[src/rtl/meta_array_rmw_ctrl.sv]
// Client-side controller for a WAYS x DW x SETS two-port metadata array:
// zero-sweeps the array after reset, then runs a one-per-cycle read-modify-write engine.
module meta_array_rmw_ctrl #(
    parameter int SETS = 512,
    parameter int WAYS = 4,
    parameter int DW   = 2,
    localparam int AW  = $clog2(SETS),
    localparam int WW  = $clog2(WAYS)
) (
    input  logic          clock,
    input  logic          reset,
    input  logic          io_req_valid,
    output logic          io_req_ready,
    input  logic [AW-1:0] io_req_set,
    input  logic [WW-1:0] io_req_way,
    input  logic [1:0]    io_req_op,
    input  logic [DW-1:0] io_req_data,
    output logic          io_resp_valid,
    output logic [DW-1:0] io_resp_old,
    output logic [DW-1:0] io_resp_new,
    output logic          io_init_done,
    output logic [AW-1:0] io_sram_r_addr,
    input  logic [DW-1:0] io_sram_r_data_0,
    input  logic [DW-1:0] io_sram_r_data_1,
    input  logic [DW-1:0] io_sram_r_data_2,
    input  logic [DW-1:0] io_sram_r_data_3,
    output logic          io_sram_w_en,
    output logic [AW-1:0] io_sram_w_addr,
    output logic [DW-1:0] io_sram_w_data_0,
    output logic [DW-1:0] io_sram_w_data_1,
    output logic [DW-1:0] io_sram_w_data_2,
    output logic [DW-1:0] io_sram_w_data_3,
    output logic [WAYS-1:0] io_sram_w_maskOH
);

    localparam logic [1:0]    OP_WRITE  = 2'd0;
    localparam logic [1:0]    OP_INC    = 2'd1;
    localparam logic [1:0]    OP_DEC    = 2'd2;
    localparam logic [1:0]    OP_CLRSET = 2'd3;
    localparam logic [DW-1:0] VAL_MAX   = {DW{1'b1}};
    localparam logic [DW-1:0] VAL_ZERO  = {DW{1'b0}};
    localparam logic [DW-1:0] VAL_ONE   = {{(DW-1){1'b0}}, 1'b1};
    localparam logic [AW-1:0] LAST_SET  = AW'(SETS - 1);

    typedef enum logic [0:0] {
        ST_INIT = 1'b0,
        ST_RUN  = 1'b1
    } state_t;

    function automatic logic [DW-1:0] sat_inc(input logic [DW-1:0] v);
        if (v == VAL_MAX) begin
            return v;
        end else begin
            return v + VAL_ONE;
        end
    endfunction

    function automatic logic [DW-1:0] sat_dec(input logic [DW-1:0] v);
        if (v == VAL_ZERO) begin
            return v;
        end else begin
            return v - VAL_ONE;
        end
    endfunction

    function automatic logic [WAYS-1:0] way_onehot(input logic [WW-1:0] w);
        logic [WAYS-1:0] m;
        m    = {WAYS{1'b0}};
        m[w] = 1'b1;
        return m;
    endfunction

    state_t                  state_r, state_s;
    logic [AW-1:0]           cnt_r;
    logic                    init_done_r;
    logic                    s1_valid_r;
    logic [AW-1:0]           s1_set_r;
    logic [WW-1:0]           s1_way_r;
    logic [1:0]              s1_op_r;
    logic [DW-1:0]           s1_data_r;
    logic                    prev_valid_r;
    logic [AW-1:0]           prev_set_r;
    logic [WAYS-1:0][DW-1:0] prev_vec_r;

    logic [WAYS-1:0][DW-1:0] rd_vec_s, base_s, wvec_s, out_vec_s;
    logic [DW-1:0]           old_s, new_s, resp_old_s;
    logic [WAYS-1:0]         mask_s;
    logic                    fwd_s, fire_s, s1_act_s;

    assign rd_vec_s = {io_sram_r_data_3, io_sram_r_data_2, io_sram_r_data_1, io_sram_r_data_0};
    assign fire_s   = io_req_valid & io_req_ready;
    assign s1_act_s = s1_valid_r & (state_r == ST_RUN) & ~reset;

    // S1 merge: the array write from the previous cycle is not yet visible in r_data,
    // so a same-set predecessor supplies the base vector instead.
    always_comb begin
        fwd_s  = prev_valid_r && (prev_set_r == s1_set_r);
        base_s = fwd_s ? prev_vec_r : rd_vec_s;
        old_s  = base_s[s1_way_r];
        case (s1_op_r)
            OP_WRITE:  new_s = s1_data_r;
            OP_INC:    new_s = sat_inc(old_s);
            OP_DEC:    new_s = sat_dec(old_s);
            OP_CLRSET: new_s = VAL_ZERO;
            default:   new_s = old_s;
        endcase
        wvec_s = base_s;
        if (s1_op_r == OP_CLRSET) begin
            wvec_s     = {(WAYS*DW){1'b0}};
            mask_s     = {WAYS{1'b1}};
            resp_old_s = VAL_ZERO;
        end else begin
            wvec_s[s1_way_r] = new_s;
            mask_s           = way_onehot(s1_way_r);
            resp_old_s       = old_s;
        end
    end

    // Next-state and port drive; every output is forced low while reset is asserted.
    always_comb begin
        state_s          = state_r;
        io_req_ready     = 1'b0;
        io_resp_valid    = 1'b0;
        io_resp_old      = VAL_ZERO;
        io_resp_new      = VAL_ZERO;
        io_sram_r_addr   = {AW{1'b0}};
        io_sram_w_en     = 1'b0;
        io_sram_w_addr   = {AW{1'b0}};
        io_sram_w_maskOH = {WAYS{1'b0}};
        out_vec_s        = {(WAYS*DW){1'b0}};
        if (reset) begin
            state_s = ST_INIT;
        end else begin
            case (state_r)
                ST_INIT: begin
                    io_sram_w_en     = 1'b1;
                    io_sram_w_addr   = cnt_r;
                    io_sram_w_maskOH = {WAYS{1'b1}};
                    if (cnt_r == LAST_SET) begin
                        state_s = ST_RUN;
                    end else begin
                        state_s = ST_INIT;
                    end
                end
                ST_RUN: begin
                    io_req_ready   = 1'b1;
                    io_sram_r_addr = io_req_set;
                    if (s1_valid_r) begin
                        io_sram_w_en     = 1'b1;
                        io_sram_w_addr   = s1_set_r;
                        io_sram_w_maskOH = mask_s;
                        out_vec_s        = wvec_s;
                        io_resp_valid    = 1'b1;
                        io_resp_old      = resp_old_s;
                        io_resp_new      = new_s;
                    end else begin
                        out_vec_s = {(WAYS*DW){1'b0}};
                    end
                end
                default: begin
                    state_s = ST_INIT;
                end
            endcase
        end
    end

    assign io_sram_w_data_0 = out_vec_s[0];
    assign io_sram_w_data_1 = out_vec_s[1];
    assign io_sram_w_data_2 = out_vec_s[2];
    assign io_sram_w_data_3 = out_vec_s[3];
    assign io_init_done     = init_done_r;

    // FSM state register.
    always_ff @(posedge clock) begin
        if (reset) begin
            state_r <= ST_INIT;
        end else begin
            state_r <= state_s;
        end
    end

    // Init sweep counter and the sticky done flag raised after the last set is written.
    always_ff @(posedge clock) begin
        if (reset) begin
            cnt_r       <= {AW{1'b0}};
            init_done_r <= 1'b0;
        end else if (state_r == ST_INIT) begin
            cnt_r       <= cnt_r + {{(AW-1){1'b0}}, 1'b1};
            init_done_r <= (cnt_r == LAST_SET);
        end else begin
            cnt_r       <= cnt_r;
            init_done_r <= init_done_r;
        end
    end

    // S0->S1 request capture and the one-deep forwarding record of the last S1 write.
    always_ff @(posedge clock) begin
        if (reset) begin
            s1_valid_r   <= 1'b0;
            s1_set_r     <= {AW{1'b0}};
            s1_way_r     <= {WW{1'b0}};
            s1_op_r      <= 2'd0;
            s1_data_r    <= VAL_ZERO;
            prev_valid_r <= 1'b0;
            prev_set_r   <= {AW{1'b0}};
            prev_vec_r   <= {(WAYS*DW){1'b0}};
        end else begin
            s1_valid_r   <= fire_s;
            if (fire_s) begin
                s1_set_r  <= io_req_set;
                s1_way_r  <= io_req_way;
                s1_op_r   <= io_req_op;
                s1_data_r <= io_req_data;
            end else begin
                s1_set_r  <= s1_set_r;
                s1_way_r  <= s1_way_r;
                s1_op_r   <= s1_op_r;
                s1_data_r <= s1_data_r;
            end
            prev_valid_r <= s1_act_s;
            prev_set_r   <= s1_set_r;
            prev_vec_r   <= wvec_s;
        end
    end

endmodule

[config.mk]
export PLATFORM = sky130hd
export DESIGN_NAME = meta_array_rmw_ctrl
export DESIGN_NICKNAME = d
export VERILOG_FILES = /design/src/rtl/meta_array_rmw_ctrl.sv
export SDC_FILE = /design/constraint.sdc
export NUM_CORES = 1
export LEC_CHECK = 0
export BUFFER_PORTS_ARGS = -buffer_cell sky130_fd_sc_hd__buf_2
export CAP_MARGIN = 25
export CORE_MARGIN = 8
export CORE_UTILIZATION = 37
export DETAILED_ROUTE_END_ITERATION = 8
export SLEW_MARGIN = 30
export SYNTH_ARGS = -nofsm -noshare
export SYNTH_HDL_FRONTEND = slang
export SYNTH_SLANG_ARGS = --single-unit
[constraint.sdc]
create_clock -name clock -period 2.9 [get_ports clock]
set_input_delay 0.145 -clock clock [delete_from_list [all_inputs] [get_ports clock]]
set_output_delay 0.145 -clock clock [all_outputs]
set_load 0.01 [all_outputs]
# ---- Yosys cells after proc, flatten, opt, wreduce, memory -nomap -nowiden
# Cells that the tools add are included.
dict set report word_totals {
  reg_bits 45
  out_inout_bits 38
  wordCells 74
}
dict set report op_classes {
  add_sub_neg 3
  order_cmp 2
  eq_ne 6
  mux 40
  n_bitwise 5
  n_reduce_logical 4
}
# op n
set op_table {}
lappend op_table {{8-bit two-way mux} 5}
lappend op_table {{9-bit two-way mux} 4}
lappend op_table {{2-bit two-way mux} 11}
lappend op_table {{9-bit one-hot mux with 2 select lines} 1}
lappend op_table {{4-bit two-way mux} 3}
lappend op_table {{9-bit by 1-bit adder with 9-bit output, second input constant} 1}
lappend op_table {{9-bit == test} 1}
lappend op_table {{9-bit == test, second input constant} 1}
lappend op_table {{1-bit two-way mux} 9}
lappend op_table {{8-bit bitwise mux} 1}
lappend op_table {{2-bit one-hot mux with 4 select lines} 1}
lappend op_table {{4-bit one-hot mux with 2 select lines} 1}
lappend op_table {{2-bit == test, second input constant} 3}
lappend op_table {{2-bit binary-select mux with 2-bit select} 1}
lappend op_table {{2-bit demux with 2-bit select} 1}
lappend op_table {{2-bit logical NOT} 2}
lappend op_table {{1-bit bitwise AND} 3}
lappend op_table {{2-bit by 3-bit less-than comparator with 1-bit output, second input constant} 1}
lappend op_table {{2-bit by 1-bit adder with 2-bit output, second input constant} 1}
lappend op_table {{1-bit demux with 2-bit select} 1}
lappend op_table {{2-bit by 1-bit == test with 1-bit output, second input constant} 1}
lappend op_table {{2-bit by 1-bit greater-or-equal comparator with 1-bit output, second input constant} 1}
lappend op_table {{1-bit logical AND} 2}
lappend op_table {{1-bit inverter} 2}
lappend op_table {{2 further kinds} 2}

# ---- Logic depth before layout (Yosys ltp)
dict set report logic_depth {
  word_depth 13
  ltp_mapped 8
  depth_no_buf 7
}

# ---- Worst setup path before layout
# OpenSTA, ideal clock, no wires.
dict set report synth_path {
  path_kind {register -> output}
  startpoint {register s1_set_r[4]}
  endpoint {output port io_sram_w_data_0[1]}
  arrival_time_ns 2.492
  required_time_ns 2.755
  setup_slack_ns 0.263
  path_stages_with_launch 9
  n_path_buf 1
  path_cell_list {dfxtp_1 xnor2_1 nand4_1 nor3_4 mux2i_1 mux4_2 or3_1 buf_2 a31oi_1}
}
dict set report synth_via {
  elab_chain_cells 13
  word_cells_on_any_way 17
  classes_between {add/sub (2); eq/ne (2); mux (11); reduce/logical (2)}
}
# element line_no
set synth_lines {}
lappend synth_lines {{start: declaration} 77} ;# logic [AW-1:0] s1_set_r;
lappend synth_lines {{start signal: assignment} 200} ;# s1_set_r <= {AW{1'b0}};
lappend synth_lines {{start signal: assignment} 210} ;# s1_set_r <= io_req_set;
lappend synth_lines {{start signal: assignment} 215} ;# s1_set_r <= s1_set_r;
lappend synth_lines {{9-bit == test (*)} 97} ;# fwd_s = prev_valid_r && (prev_set_r == s1_set_r);
lappend synth_lines {{1-bit logical AND (*)} 97}
lappend synth_lines {{8-bit two-way mux (*)} 98} ;# base_s = fwd_s ? prev_vec_r : rd_vec_s;
lappend synth_lines {{2-bit binary-select mux with 2-bit select} 99} ;# old_s = base_s[s1_way_r];
lappend synth_lines {{2-bit two-way mux (not written as such)} 99}
lappend synth_lines {{2-bit by 1-bit subtractor with 2-bit output, or another cell as far along} 62} ;# return v - VAL_ONE;
lappend synth_lines {{2-bit two-way mux, on equally long branches} {59, 51}}
lappend synth_lines {{2-bit one-hot mux with 4 select lines} 100} ;# case (s1_op_r)
lappend synth_lines {{8-bit bitwise mux (*)} 113} ;# wvec_s[s1_way_r] = new_s;
lappend synth_lines {{8-bit two-way mux (*)} 108} ;# if (s1_op_r == OP_CLRSET) begin
lappend synth_lines {{8-bit two-way mux (*)} 148} ;# if (s1_valid_r) begin
lappend synth_lines {{8-bit two-way mux (*)} 134} ;# case (state_r)
lappend synth_lines {{8-bit two-way mux (*)} 131} ;# if (reset) begin
lappend synth_lines {{end: declaration} 29} ;# output logic [DW-1:0] io_sram_w_data_0,
# Every way passes the cells marked *; elsewhere a longest branch is shown, timed or not. The select of a mux whose other input is x is not followed.

# ---- Worst setup path after layout
dict set report layout_path {
  startpoint {register s1_set_r[3]}
  endpoint {output port io_sram_w_data_2[1]}
}
dict set report layout_via {
  elab_chain_cells 13
  word_cells_on_any_way 17
  classes_between {add/sub (2); eq/ne (2); mux (11); reduce/logical (2)}
}
# element line_no
set layout_lines {}
lappend layout_lines {{9-bit == test (*)} 97}
lappend layout_lines {{1-bit logical AND (*)} 97}
lappend layout_lines {{8-bit two-way mux (*)} 98}
lappend layout_lines {{2-bit binary-select mux with 2-bit select} 99}
lappend layout_lines {{2-bit two-way mux (not written as such)} 99}
lappend layout_lines {{2-bit by 1-bit subtractor with 2-bit output, or another cell as far along} 62}
lappend layout_lines {{2-bit two-way mux, on equally long branches} {59, 51}}
lappend layout_lines {{2-bit one-hot mux with 4 select lines} 100}
lappend layout_lines {{8-bit bitwise mux (*)} 113}
lappend layout_lines {{8-bit two-way mux (*)} 108}
lappend layout_lines {{8-bit two-way mux (*)} 148}
lappend layout_lines {{8-bit two-way mux (*)} 134}
lappend layout_lines {{8-bit two-way mux (*)} 131}
lappend layout_lines {{end: declaration} 31} ;# output logic [DW-1:0] io_sram_w_data_2,
# Marks and branches as above.

==> impl_metrics.tcl <==
set metrics [dict create \
    yosys.cell_count.top_type "sky130_fd_sc_hd__dfxtp_1" \
    gp_congestion 0.9629 \
    antenna_violating_nets_post_route 0 \
    gr-usage-met3_pct 3.730 \
    place.port_buffers 63 \
    finalMaxSlewViolations 0 \
    startpoint_type "flip-flop" \
    ys_seq_area_share_pct 39.63 \
    die_h_um 94.39 \
    die_w_um 94.39 \
    synth.top_cells.by_area "sky130_fd_sc_hd__dfxtp_1 (40%), sky130_fd_sc_hd__nand2_1 (5.8%), sky130_fd_sc_hd__nand2b_1 (4.7%), sky130_fd_sc_hd__mux2_2 (4.5%), sky130_fd_sc_hd__a31oi_1 (4.4%)" \
    leakage_power_nw 1.238 \
    drt_iter0_markers 116 \
    use_met1_pct 17.49 \
    unrepaired_setup_endpoints_after_global_routing "true" \
    startpoint "s1_set_r[3]" \
    place.detailed.instances 397 \
    worst-r2r-setup-slack_ns 0.16 \
    synthXorXnorAreaFrac_pct 4.623 \
    final.setup.worst_slack_ns -0.08703 \
    max_freq_mhz 334.8 \
    dp_hpwl_um 4476 \
    leading_post_synthesis_cells_by_instance_count "sky130_fd_sc_hd__dfxtp_1 (45), sky130_fd_sc_hd__nand2_1 (35), sky130_fd_sc_hd__a21oi_1 (19)" \
    muxShareOfSynthArea_pct 10.84 \
    largest_family_of_logic_cells_by_synthesized_area "simple AND/OR/NAND/NOR gates" \
    grt_first_pass_wirelength_um 10070 \
    holdCritStartpoint "io_req_way[0]" \
    grt_start_max_net_pins 33 \
    worst_clock_skew_ns 0.005954 \
    number_of_library_cell_types_mapped_by_synthesis 33 \
    syn_area_per_cell_um2 8.358 \
    async_flop_share_pct 0 \
    postSynthRegisterBits 45 \
    cts_tree "built" \
    timing.setup.critical_path_class "flip-flop to output port" \
    rr_startpoint "s1_set_r[3]" \
    p_sw_share_pct 21.99 \
    cp.arrival_ns 2.84 \
    worst_slew_pin_slew_ns 0.7073 \
    die_footprint_mm2 0.008909 \
    synth.top_cell.area_share_pct 39.63 \
    cp_slowest_cell "sky130_fd_sc_hd__mux4_2" \
    intPower_mw 0.9459 \
    critPathCaptureType "output port" \
    grt_overflow 0 \
    number_of_cts_inserted_buffers 5 \
    yosysWarningCount 0 \
    finalSetupViolCount 7 \
    synth_compound_area_share_pct 13.10 \
    r2r-end "prev_vec_r[3]" \
    crit_family "compound AO/OA/AOI/OAI gates" \
    firstDrtPassIters 4 \
    layout-area-overhead-vs-synth_pct 31.21 \
    numClockSinks 45 \
    clock_latency_ns 0.29 \
    syn-instance-count 272 \
    cap_violations 0 \
    cp.required_ns 2.76 \
    drc_errors 0 \
    synth_simple_gate_area_share_pct 26.42 \
    cellPowerDensity_mw_per_mm2 406.5 \
    drt-total-wl_um 6225 \
    finish.net_count 362 \
    synth_top_area_cell "sky130_fd_sc_hd__dfxtp_1" \
    initial_core_util_pct 38.40 \
    power.share.sequential_pct 52.2 \
    use_met2_pct 23.12 \
    post-route-period-util_pct 103.0 \
    pwr-share-clk_pct 40.8 \
    synth_fp_nets 300 \
    first_global_vias 2063 \
    post_synth_fa_ha_maj_area_fraction_pct 1.101 \
    top_level_ports 64 \
    run_status "finished with violations" \
    holdPathStages 3 \
    cts_buffer_depth 2 \
    via_density_per_instance 5.168 \
    worst_slew_margin_rel_pct 52.82 \
    whs_endpoint "s1_way_r[0]" \
    finish.cell_count_without_fillers 410 \
    grt_antenna_before_repair 0 \
    timing.hold.worst.class "input pin to flip-flop" \
    path_buf_inv 2 \
    cts.clk_slew.worst_paths_ns 0.08 \
    rows 28 \
    ff2ff_path_depth 10 \
    synth_edf_count 0 \
    cts_htree_levels 2 \
    most_common_flop_cell_mapped_by_yosys "sky130_fd_sc_hd__dfxtp_1" \
    violations "negative setup slack" \
    grt-busiest-layer "met2" \
    drive_gt1_share_pct 36.72 \
    route.detailed.wl_per_inst_um 15.18 \
    synthesis.area_mm2 0.002273 \
    crit_path_cell_trace "xnor2_1 > nand4_1 > nor3_4 > buf_12 > mux2i_2 > mux4_2 > a311o_2 > a31oi_1 > buf_2" \
    max_stage_delay_ns 0.53 \
    num_vias 2119 \
    power.share.combinational_pct 7.0 \
    power_mw 1.213 \
    finalHoldViolations 0 \
    p_sw_mw 0.2667 \
    cts_root_buf "sky130_fd_sc_hd__clkbuf_8" \
    timing.critical_path.fanout_max 8 \
    peak_ir_drop_on_the_vdd_network_uv 342.5 \
    gr-usage-all-layers_pct 14.01 \
    placeableCoreArea_mm2 0.005921 \
    insertedDiodeCount 0 \
    finalWorstPathRequiredPeriod_ns 2.987 \
]
how the worst max path moves through the flow:
stage / endpoint / slack (ns) / depth (start not counted)
floorplan: io_sram_w_data_0[1] / 0.26 / 8
global placement: io_sram_w_data_3[0] / 0.11 / 9
detailed placement: io_sram_w_data_2[0] / 0.07 / 9
CTS: io_sram_w_data_2[1] / -0.08 / 9
global route: io_sram_w_data_2[1] / -0.23 / 9
finish: io_sram_w_data_2[1] / -0.09 / 9
registers in the layout, indices dropped and copies added, names as in the netlist:
| register | flops |
|---|---|
| cnt_r | 9 |
| prev_set_r | 9 |
| s1_set_r | 9 |
| prev_vec_r | 8 |
| s1_data_r | 2 |
| s1_op_r | 2 |
| s1_way_r | 2 |
| io_init_done | 1 |
| prev_valid_r | 1 |
| s1_valid_r | 1 |
| state_r | 1 |
timing repair:
item | CTS | global route
pin swaps | 15 | 7
hold buffers | 0 | 0
setup endpoints to repair | 10 | 10
buffers inserted | 3 | 1
cloned | 0 | 1
gates resized for setup | 21 | 14
layout by cell type (no fill, tap or decap), types with 4 or more instances in the layout:
| cell | Yosys | layout |
|---|---|---|
| sky130_fd_sc_hd__buf_2 | 3 | 61 |
| sky130_fd_sc_hd__nand2_1 | 35 | 35 |
| sky130_fd_sc_hd__dfxtp_1 | 45 | 35 |
| sky130_fd_sc_hd__a21oi_1 | 19 | 18 |
| sky130_fd_sc_hd__nand2b_1 | 17 | 17 |
| sky130_fd_sc_hd__nor2b_1 | 16 | 16 |
| sky130_fd_sc_hd__nor2_1 | 13 | 13 |
| sky130_fd_sc_hd__a31oi_1 | 16 | 13 |
| sky130_fd_sc_hd__nand3_1 | 12 | 12 |
| sky130_fd_sc_hd__and2_1 | 10 | 10 |
| sky130_fd_sc_hd__buf_4 | 0 | 10 |
| sky130_fd_sc_hd__dfxtp_2 | 0 | 10 |
| sky130_fd_sc_hd__o21ai_0 | 9 | 9 |
| sky130_fd_sc_hd__mux2_2 | 9 | 9 |
| sky130_fd_sc_hd__xnor2_1 | 10 | 8 |
| sky130_fd_sc_hd__clkbuf_8 | 0 | 6 |
| sky130_fd_sc_hd__inv_1 | 5 | 5 |
| sky130_fd_sc_hd__mux2i_2 | 0 | 4 |
| sky130_fd_sc_hd__mux2i_4 | 0 | 4 |
cell type report:
| class | instances | area, µm² |
|---|---|---|
| fillers | 569 | 2938 |
| clock inverters | 2 | 37.54 |
| clock buffers | 6 | 82.58 |
| flip-flops and latches | 45 | 913.4 |
| repair buffers | 74 | 422.9 |
| inverters | 5 | 18.77 |
| well taps | 75 | 93.84 |
| multi-input cells | 203 | 1414 |
worst min-delay path: cells and delay by family:
kind                   cells  cell delay (ns)
buffers and inverters      1             0.08
AO/OA/AOI/OAI              1             0.05
AND/OR/NAND/NOR            1             0.03
metal layers:
layer / part of all wire, % / routed length (µm) / up-vias
met5: 0 / 0 / -
met4: 0.88 / 55 / 0
met1: 43 / 2666 / 971
met3: 8.0 / 501 / 6
met2: 48 / 3002 / 90
li1: - / - / 1052
power groups by stage:
stage / combinational (mW) / sequential (mW) / clock (mW)
detailed placement: 0.0762 / 0.646 / 0
floorplan: 0.0401 / 0.644 / 0
CTS: 0.0823 / 0.632 / 0.507
finish: 0.0844 / 0.633 / 0.495
global route: 0.0930 / 0.634 / 0.534
global placement: 0.0762 / 0.646 / 0
through the flow:
stage | setup TNS (ns) | cell area (µm²) | utilization [%] | setup slack, ns | hold slack, ns
after floorplan | 0 | 2273 | - | 0.2630 | 0.2536
after CTS | -0.4733 | 2875 | 48.56 | -0.07897 | 0.03758
after detailed placement | 0 | 2669 | 45.08 | 0.07278 | 0.3485
after global placement | 0 | 2669 | 45.08 | 0.1081 | 0.3470
final | -0.3711 | 2983 | 50.38 | -0.08703 | 0.04022
after global routing | -1.714 | 2983 | 50.38 | -0.2267 | 0.04494
cells by family after synthesis:
family,Yosys count
flops,45
fa+ha+maj,2
xor+xnor,12
compound gates,51
buf+inv,25
mux,21
simple gates,116
No activity file was read; power rests on OpenSTA's default activity.
